File: src/rtl/riscv_pkg.sv
`default_nettype none
// +----------------------------------------------------------------------------+
// | Package  : riscv_pkg                                                       |
// | Purpose  : Shared constants and types for the RISC-V core front end:       |
// |            datapath width, bubble instruction, major opcodes used by       |
// |            ImmGen/decode, and the fetch-stage state encoding.              |
// | Revision : 1.0 - initial release                                           |
// +----------------------------------------------------------------------------+
package riscv_pkg;

  localparam int          XLEN      = 64;
  localparam logic [31:0] NOP_INSTR = 32'h0000_0013;  // addi x0,x0,0

  localparam logic [6:0]  OP_LOAD   = 7'b0000011;
  localparam logic [6:0]  OP_STORE  = 7'b0100011;
  localparam logic [6:0]  OP_BRANCH = 7'b1100011;

  // FETCH: request outstanding at pc
  // DROP : request outstanding but its data is stale (redirect arrived before ack)
  // HOLD : fetched word parked because IF/ID could not take it
  typedef enum logic [1:0] {
    FETCH = 2'd0,
    DROP  = 2'd1,
    HOLD  = 2'd2
  } fetch_state_t;

endpackage
`default_nettype wire

File: src/rtl/if_id_reg.sv
`default_nettype none
// +----------------------------------------------------------------------------+
// | Module   : if_id_reg                                                       |
// | Purpose  : IF/ID pipeline register holding valid/pc/instr. Priority is     |
// |            flush > load > hold > clear. When not valid, instr always       |
// |            carries the bubble so decode/ImmGen see a harmless NOP.         |
// | Ports    : clk, rst           clock, synchronous active-high reset         |
// |            flush, load, hold  update controls                              |
// |            load_pc/load_instr entry written on load                        |
// |            valid/pc/instr     register contents                            |
// | Revision : 1.0 - initial release                                           |
// +----------------------------------------------------------------------------+
module if_id_reg #(
  parameter int          XLEN      = riscv_pkg::XLEN,
  parameter logic [31:0] NOP_INSTR = riscv_pkg::NOP_INSTR
) (
  input  logic            clk,
  input  logic            rst,
  input  logic            flush,
  input  logic            load,
  input  logic            hold,
  input  logic [XLEN-1:0] load_pc,
  input  logic [31:0]     load_instr,
  output logic            valid,
  output logic [XLEN-1:0] pc,
  output logic [31:0]     instr
);

  always_ff @(posedge clk) begin
    if (rst) begin
      valid <= 1'b0;
      pc    <= '0;
      instr <= NOP_INSTR;
    end else if (flush) begin
      // pc is left as-is: it is meaningless while valid=0
      valid <= 1'b0;
      instr <= NOP_INSTR;
    end else if (load) begin
      valid <= 1'b1;
      pc    <= load_pc;
      instr <= load_instr;
    end else if (!hold) begin
      // entry consumed (or already empty) and nothing new arrives
      valid <= 1'b0;
      instr <= NOP_INSTR;
    end
  end

endmodule
`default_nettype wire

File: src/rtl/fetch_stage.sv
`default_nettype none
// +----------------------------------------------------------------------------+
// | Module   : fetch_stage                                                     |
// | Purpose  : Instruction fetch. Owns the PC, runs a single-outstanding       |
// |            req/ack handshake to instruction memory and fills the IF/ID     |
// |            register. Honours stall and branch redirect from downstream.    |
// |            One instruction per cycle when memory acks every cycle.         |
// | Ports    : clk, rst                 clock, synchronous active-high reset   |
// |            stall                    IF/ID not consumed this cycle          |
// |            redirect, redirect_pc    flush and refetch from target          |
// |            imem_req/addr/ack/rdata  instruction memory handshake           |
// |            if_id_valid/pc/instr     IF/ID register outputs                 |
// | Revision : 1.0 - initial release                                           |
// +----------------------------------------------------------------------------+
module fetch_stage #(
  parameter int              XLEN      = riscv_pkg::XLEN,
  parameter logic [XLEN-1:0] RESET_PC  = '0,
  parameter logic [31:0]     NOP_INSTR = riscv_pkg::NOP_INSTR
) (
  input  logic            clk,
  input  logic            rst,
  input  logic            stall,
  input  logic            redirect,
  input  logic [XLEN-1:0] redirect_pc,
  output logic            imem_req,
  output logic [XLEN-1:0] imem_addr,
  input  logic            imem_ack,
  input  logic [31:0]     imem_rdata,
  output logic            if_id_valid,
  output logic [XLEN-1:0] if_id_pc,
  output logic [31:0]     if_id_instr
);

  import riscv_pkg::*;

  localparam logic [XLEN-1:0] ALIGN_MASK = ~{{(XLEN-2){1'b0}}, 2'b11};
  localparam logic [XLEN-1:0] PC_STEP    = {{(XLEN-3){1'b0}}, 3'd4};

  fetch_state_t    state, state_nxt;
  logic [XLEN-1:0] pc, pc_nxt;
  logic [XLEN-1:0] redir_pc, redir_pc_nxt;
  logic [XLEN-1:0] hold_pc, hold_pc_nxt;
  logic [31:0]     hold_instr, hold_instr_nxt;

  logic            accept;
  logic [XLEN-1:0] target;
  logic            load;
  logic [XLEN-1:0] load_pc;
  logic [31:0]     load_instr;

  assign accept = !if_id_valid || !stall;
  assign target = redirect_pc & ALIGN_MASK;

  // Request is purely a function of state so addr/req never move while
  // waiting for an ack; reset kills it immediately.
  assign imem_req  = !rst && (state != HOLD);
  assign imem_addr = pc;

  always_ff @(posedge clk) begin
    if (rst) begin
      state      <= FETCH;
      pc         <= RESET_PC;
      redir_pc   <= '0;
      hold_pc    <= '0;
      hold_instr <= NOP_INSTR;
    end else begin
      state      <= state_nxt;
      pc         <= pc_nxt;
      redir_pc   <= redir_pc_nxt;
      hold_pc    <= hold_pc_nxt;
      hold_instr <= hold_instr_nxt;
    end
  end

  always_comb begin
    state_nxt      = state;
    pc_nxt         = pc;
    redir_pc_nxt   = redir_pc;
    hold_pc_nxt    = hold_pc;
    hold_instr_nxt = hold_instr;
    load           = 1'b0;
    load_pc        = pc;
    load_instr     = imem_rdata;

    unique case (state)
      FETCH: begin
        if (imem_ack) begin
          if (redirect) begin
            pc_nxt = target;
          end else if (accept) begin
            load   = 1'b1;
            pc_nxt = pc + PC_STEP;
          end else begin
            hold_pc_nxt    = pc;
            hold_instr_nxt = imem_rdata;
            pc_nxt         = pc + PC_STEP;
            state_nxt      = HOLD;
          end
        end else if (redirect) begin
          // Cannot retract the request, so remember where to go once it lands.
          redir_pc_nxt = target;
          state_nxt    = DROP;
        end
      end

      DROP: begin
        if (redirect) begin
          redir_pc_nxt = target;
        end
        if (imem_ack) begin
          // Latest redirect wins, including one arriving with the ack.
          pc_nxt    = redirect ? target : redir_pc;
          state_nxt = FETCH;
        end
      end

      HOLD: begin
        if (redirect) begin
          pc_nxt    = target;
          state_nxt = FETCH;
        end else if (accept) begin
          load       = 1'b1;
          load_pc    = hold_pc;
          load_instr = hold_instr;
          state_nxt  = FETCH;
        end
      end

      default: begin
        state_nxt = FETCH;
      end
    endcase
  end

  if_id_reg #(
    .XLEN      (XLEN),
    .NOP_INSTR (NOP_INSTR)
  ) u_if_id_reg (
    .clk        (clk),
    .rst        (rst),
    .flush      (redirect),
    .load       (load),
    .hold       (stall),
    .load_pc    (load_pc),
    .load_instr (load_instr),
    .valid      (if_id_valid),
    .pc         (if_id_pc),
    .instr      (if_id_instr)
  );

endmodule
`default_nettype wire

File: config.mk
export PLATFORM = sky130hd
export DESIGN_NAME = fetch_stage
export DESIGN_NICKNAME = d
export VERILOG_FILES = /design/src/rtl/riscv_pkg.sv /design/src/rtl/if_id_reg.sv /design/src/rtl/fetch_stage.sv
export SDC_FILE = /design/constraint.sdc
export NUM_CORES = 1
export LEC_CHECK = 0
export ABC_AREA = 1
export CORE_MARGIN = 2
export CORE_UTILIZATION = 51
export CTS_BUF_LIST = sky130_fd_sc_hd__clkbuf_16
export DETAILED_ROUTE_END_ITERATION = 10
export PLACE_DENSITY = 0.81
export SLEW_MARGIN = 25
export SYNTH_ARGS = -nofsm -noshare
export SYNTH_HDL_FRONTEND = slang
export SYNTH_HIERARCHICAL = 1
export SYNTH_SLANG_ARGS = --single-unit
File: constraint.sdc
create_clock -name clk -period 3.78 [get_ports clk]
set_input_delay 0.945 -clock clk [delete_from_list [all_inputs] [get_ports clk]]
set_output_delay 0.945 -clock clk [all_outputs]
set_load 0.005 [all_outputs]
==> results of run 1 <==
## cells by family (layout without fill, tap and decap cells)
group	count (synthesis)	in the layout	synth area share, %
compound gates	750	750	21.4
xor+xnor	10	10	0.488
fa+ha+maj	4	4	0.279
buf+inv	415	575	9.11
flops	323	323	36.0
mux	58	58	3.24
simple gates	1283	1283	29.4
## worst register-to-register path, cell delays in order (launching register included)
cell,delay (ns)
dfxtp_1,0.34
inv_1,0.09
ha_1,0.15
inv_1,0.05
buf_4,0.34
o21ai_4,0.71
buf_4,0.41
inv_1,0.08
nor2_1,0.15
nor3_1,0.06
## through the flow
| step | setup slack, ns | hold WS [ns] | total power, mW | instance area [um^2] |
|---|---|---|---|---|
| 6_report | 0.635 | 0.451 | 15.5 | 21800 |
| 2_1_floorplan | 1.16 | 0.425 | 9.16 | 17900 |
| 3_5_place_dp | 0.585 | 0.445 | 11.9 | 20700 |
| 4_1_cts | 0.689 | 0.453 | 15.4 | 21800 |
| 5_1_grt | 0.606 | 0.477 | 16.5 | 21800 |
| 3_3_place_gp | 0.614 | 0.432 | 11.7 | 20700 |
## registers in the layout, summed over array words and instances, names as in the netlist
name / count
u_if_id_reg/valid: 1
u_if_id_reg/instr: 32
u_if_id_reg/pc: 64
imem_addr: 64
hold_instr: 32
state: 2
redir_pc: 64
hold_pc: 64
## synth_stat cells
| master | n |
|---|---|
| buf_4 | 1 |
| nand2_4 | 5 |
| nand2_2 | 13 |
| nor2_1 | 294 |
| o21bai_1 | 10 |
| o21ai_1 | 4 |
| xnor2_1 | 4 |
| buf_2 | 58 |
| nor4_1 | 2 |
| o21a_1 | 1 |
| o21ai_2 | 2 |
| a211oi_1 | 1 |
| mux2i_1 | 58 |
| ha_1 | 4 |
| clkbuf_1 | 129 |
| nor2_4 | 7 |
| a21oi_1 | 385 |
| nor2_8 | 2 |
| a31oi_1 | 27 |
| a21boi_0 | 2 |
| nor2_2 | 10 |
| nor3_2 | 1 |
| inv_2 | 8 |
| nand3b_1 | 1 |
| o21ai_0 | 314 |
| clkinv_1 | 6 |
| o311ai_0 | 1 |
| nand2_1 | 743 |
| buf_1 | 7 |
| o221ai_1 | 2 |
| or2_2 | 6 |
| nand3_1 | 190 |
| nand4_1 | 7 |
| dfxtp_1 | 323 |
| nor3_1 | 2 |
| o211ai_1 | 1 |
| inv_1 | 206 |
| xor2_1 | 6 |
## worst max path at each step
stage	startpoint	slack, ns	cells past startpoint	to
after global placement	imem_ack	0.61	10	imem_addr[61]
after detailed placement	imem_ack	0.59	10	imem_addr[57]
final	state[0]	0.64	4	imem_req
after global routing	state[0]	0.61	4	imem_req
after CTS	state[0]	0.69	4	imem_req
after floorplan	redirect	1.16	12	u_if_id_reg/pc[50]
## per-layer routing
layer / vias up / routed length (um)
met5: - / 0
met1: 8995 / 26500
met4: 0 / 2030
li1: 9563 / -
met2: 993 / 27200
met3: 124 / 6170
## layout make-up
| type | instances | share of cell area [%] |
|---|---|---|
| flip-flops and latches | 323 | 29.6 |
| clock buffers | 38 | 4.36 |
| multi-input cells | 2105 | 45.3 |
| well taps | 455 | 2.61 |
| repair buffers | 292 | 13.5 |
| clock inverters | 25 | 0.803 |
| inverters | 220 | 3.80 |
## power breakdown
part	internal [mW]	leakage, nW	switching, mW
clock	1.96	0.589	1.47
sequential	4.27	2.65	1.17
combinational	2.61	5.74	4.03
total	8.84	8.98	6.67
==> flow_metrics.env, run 1 <==
export IMPL_grt_pass1_wl_um=95300
export IMPL_finalWirelength_um=61900
export IMPL_wl_per_cell_um=17.9
export IMPL_hold_end="redir_pc[0]"
export IMPL_syn_area_per_cell_um2=6.31
export IMPL_crit_path_end_kind="output port"
export IMPL_hold_viol=0
export IMPL_regArea_um2=6470
export IMPL_setup_tns_ns=0
export IMPL_first_iter_violations=1948
export IMPL_crit_type="register to output port"
export IMPL_relSlewSlack_pct=38.5
export IMPL_ir_worst_vdd_v=0.000633
export IMPL_powerDensity_nw_per_um2=711
export IMPL_rsz0062_at_grt="no"
export IMPL_whs_path_depth=2
export IMPL_worst_slew_pin_slew_ns=0.922
export IMPL_fillers=3127
export IMPL_track_usage_pct=32.5
export IMPL_cp_top_family="buffers and inverters"
export IMPL_cts_tree="yes"
export IMPL_final_cell_mix="nand2_1, a21oi_1, dfxtp_1, o21ai_0, nor2_1"
export IMPL_dp_cells=3395
export IMPL_cap_violations=0
export IMPL_cts_buffer_depth=3
export IMPL_hold_path_class="register to register"
export IMPL_status="complete, no violations"
export IMPL_clock_root_buffer="clkbuf_16"
export IMPL_cts_hold_buf=0
export IMPL_crit_slowest_cell="clkdlybuf4s50_1"
export IMPL_viasPerCell=5.69
export IMPL_utilization_pct=63.0
export IMPL_synth_area_leaders="dfxtp_1, nand2_1, a21oi_1, o21ai_0, nor2_1"
export IMPL_dieHeight_um=192
export IMPL_antenna_cells=0
export IMPL_post_dp_hpwl_um=41300
export IMPL_firstDrtPassIters=5
export IMPL_final_nets=3085
export IMPL_grtUsageMet3_pct=5.57
export IMPL_die_area_um2=36700
export IMPL_yosys_register_bits=323
export IMPL_cts_sink_count=323
export IMPL_grt_ovfl_total=0
export IMPL_critPathMaxFanout=5
export IMPL_num_vias=19700
export IMPL_crit_chain="inv_1 > ha_2 > nor2_1 > clkdlybuf4s50_1"
export IMPL_clock_latency_ns=0.53
export IMPL_path_buf_inv=2
export IMPL_yosys_warnings=6
export IMPL_grtUsageMet2_pct=50.1
export IMPL_antenna_found_initial=0
export IMPL_synth_cell_area_um2=17900
export IMPL_postCtsSetupBuffers=0
export IMPL_multi_input_area_um2=9890
export IMPL_r2r_end="redir_pc[1]"
export IMPL_place_gp_congestion=0.965
export IMPL_skew_ns=0.0161
export IMPL_post_cts_resize_count=0
export IMPL_layout_commonest_cell="nand2_1"
export IMPL_synth_largest_area_cell="dfxtp_1"
export IMPL_arrival_ns=2.20
export IMPL_htree_levels=2
export IMPL_syn_inst=2843
export IMPL_syn2layout_area_growth_pct=21.6
export IMPL_finalCriticalPeriod_ns=3.14
export IMPL_met1_usage_pct=45.9
export IMPL_synth_top_area_share_pct=36.0
export IMPL_ys_types=38
export IMPL_hold_start="redir_pc[0]"
export IMPL_fp_coreArea_um2=34600
export IMPL_final_period_utilization_pct=83.2
export IMPL_grt_max_degree=191
export IMPL_port_buffers=260
export IMPL_synth_seq_area_share_pct=36.0
export IMPL_fp_dieW_um=192
export IMPL_critPathRequiredTime_ns=2.83
export IMPL_p_leak_nw=8.98
export IMPL_rr_worst_depth=9
export IMPL_worstSetupStartpointType="register"
export IMPL_drc_errors=0
export IMPL_syn_num_nets=2948
export IMPL_drtAntennaViolNets=0
export IMPL_timing_rr_start="state[1]"
export IMPL_io_pins=263
export IMPL_fin_cells=3458
export IMPL_cpPeakStageDelay_ns=0.61
export IMPL_timing_final_max_slew_violations=0
export IMPL_fp_row_count=68
export IMPL_layout_drive_gt1_share_pct=4.80
export IMPL_grt_busiest_layer="met2"
export IMPL_clkTransAtPathRegs_ns=0.06
export IMPL_numCtsBuffers=38
export IMPL_grt_pass1_vias=17500
export IMPL_reg2reg_slack_ns=1.25
export IMPL_start_util_pct=51.8
export IMPL_fmax_mhz=318
export IMPL_setup_viol=0
Note: power is estimated with default switching activity, not from simulation.
==> run 2, diff against run 1 <==
Settings changed: CORE_UTILIZATION 51 to 50, PLACE_DENSITY 0.81 to 0.82.
Clock period 3.78 ns to 2.76 ns, I/O delays scaled along.
==> flow_metrics.env, run 2 (synthesized netlist as in run 1, its figures left out) <==
export IMPL_clkTransAtPathRegs_ns=0.06
export IMPL_grtUsageMet3_pct=5.75
export IMPL_crit_path_end_kind="output port"
export IMPL_cp_top_family="buffers and inverters"
export IMPL_skew_ns=0.00760
export IMPL_dieHeight_um=193
export IMPL_grt_pass1_vias=18100
export IMPL_cpPeakStageDelay_ns=0.53
export IMPL_setup_tns_ns=0
export IMPL_clock_latency_ns=0.54
export IMPL_status="complete, no violations"
export IMPL_fmax_mhz=384
export IMPL_critPathMaxFanout=5
export IMPL_final_period_utilization_pct=94.4
export IMPL_crit_type="register to output port"
export IMPL_grt_ovfl_total=0
export IMPL_hold_viol=0
export IMPL_fp_row_count=69
export IMPL_timing_final_max_slew_violations=0
export IMPL_wl_per_cell_um=17.8
export IMPL_path_buf_inv=2
export IMPL_place_gp_congestion=0.957
export IMPL_finalWirelength_um=62200
export IMPL_cap_violations=0
export IMPL_hold_path_class="register to register"
export IMPL_num_vias=20000
export IMPL_layout_drive_gt1_share_pct=5.90
export IMPL_port_buffers=260
export IMPL_antenna_found_initial=2
export IMPL_cts_hold_buf=0
export IMPL_crit_slowest_cell="clkdlybuf4s50_1"
export IMPL_rsz0062_at_grt="no"
export IMPL_fillers=3265
export IMPL_viasPerCell=5.71
export IMPL_first_iter_violations=2092
export IMPL_arrival_ns=1.91
export IMPL_utilization_pct=62.6
export IMPL_setup_viol=0
export IMPL_final_nets=3118
export IMPL_crit_chain="inv_1 > ha_2 > nor2_4 > clkdlybuf4s50_1"
export IMPL_grt_busiest_layer="met2"
export IMPL_met1_usage_pct=44.7
export IMPL_post_cts_resize_count=1
export IMPL_numCtsBuffers=38
export IMPL_powerDensity_nw_per_um2=967
export IMPL_grt_max_degree=187
export IMPL_drtAntennaViolNets=0
export IMPL_cts_tree="yes"
export IMPL_p_leak_nw=9.17
export IMPL_start_util_pct=50.6
export IMPL_worstSetupStartpointType="register"
export IMPL_relSlewSlack_pct=44.4
export IMPL_fp_dieW_um=193
export IMPL_multi_input_area_um2=9900
export IMPL_grt_pass1_wl_um=97800
export IMPL_grtUsageMet2_pct=47.9
export IMPL_firstDrtPassIters=6
export IMPL_critPathRequiredTime_ns=2.07
export IMPL_drc_errors=0
export IMPL_track_usage_pct=31.8
export IMPL_die_area_um2=37400
export IMPL_post_dp_hpwl_um=42400
export IMPL_cts_sink_count=323
export IMPL_fp_coreArea_um2=35500
export IMPL_syn2layout_area_growth_pct=23.8
export IMPL_layout_commonest_cell="nand2_1"
export IMPL_final_cell_mix="nand2_1, a21oi_1, dfxtp_1, o21ai_0, nor2_1"
export IMPL_io_pins=263
export IMPL_ir_worst_vdd_v=0.000793
export IMPL_cts_buffer_depth=3
export IMPL_postCtsSetupBuffers=0
export IMPL_htree_levels=2
export IMPL_regArea_um2=6470
export IMPL_finalCriticalPeriod_ns=2.60
export IMPL_clock_root_buffer="clkbuf_16"
export IMPL_worst_slew_pin_slew_ns=0.834
run 2: metrics by stage:
step	instances	instance area (um^2)	total power [mW]	worst slack, ns	hold WS (ns)
final	3498	22200	21.5	0.155	0.449
after global placement	3434	21100	16.3	0.256	0.435
after detailed placement	3434	21100	16.6	0.203	0.442
after floorplan	2843	17900	12.5	0.400	0.425
after CTS	3497	22200	21.3	0.0361	0.450
after global routing	3497	22200	22.8	0.0787	0.463
run 2: area by class of cell:
cell class / count / area share (%)
multi-input cells: 2105 / 44.5
flip-flops and latches: 323 / 29.1
repair buffers: 325 / 14.9
clock buffers: 39 / 4.39
inverters: 220 / 3.72
well taps: 461 / 2.60
clock inverters: 24 / 0.704
diodes: 1 / 0.0113
run 2: final timing paths:
path / start / endpoint / slack [ns] / depth (start not counted)
worst min-delay path: redir_pc[0] / redir_pc[0] / 0.45 / 2
worst max register to register: imem_addr[24] / imem_addr[27] / 0.34 / 9
worst max-delay path: state[0] / imem_req / 0.16 / 4
worst min register to register: redir_pc[0] / redir_pc[0] / 0.45 / 2
run 2: power breakdown:
part	switching, mW	total, mW	internal (mW)
clock network	2.03	4.67	2.65
registers	1.56	7.40	5.85
logic	5.64	9.42	3.78
total	9.22	21.5	12.3
run 2: worst reg2reg max path, cell delays in order, from the launching register on:
cell	delay [ns]
dfxtp_1	0.60
nand2_1	0.14
nor2_1	0.23
nand2_1	0.16
nor2_1	0.14
nand2_2	0.15
o21ai_0	0.55
nand3_1	0.13
nand2_1	0.10
a21oi_1	0.06
run 2: metal layers:
layer / up-vias / part of all wire (%)
li1: 9630 / -
met1: 9103 / 43
met2: 1077 / 43
met3: 156 / 10
met4: 0 / 4.1
met5: - / 0
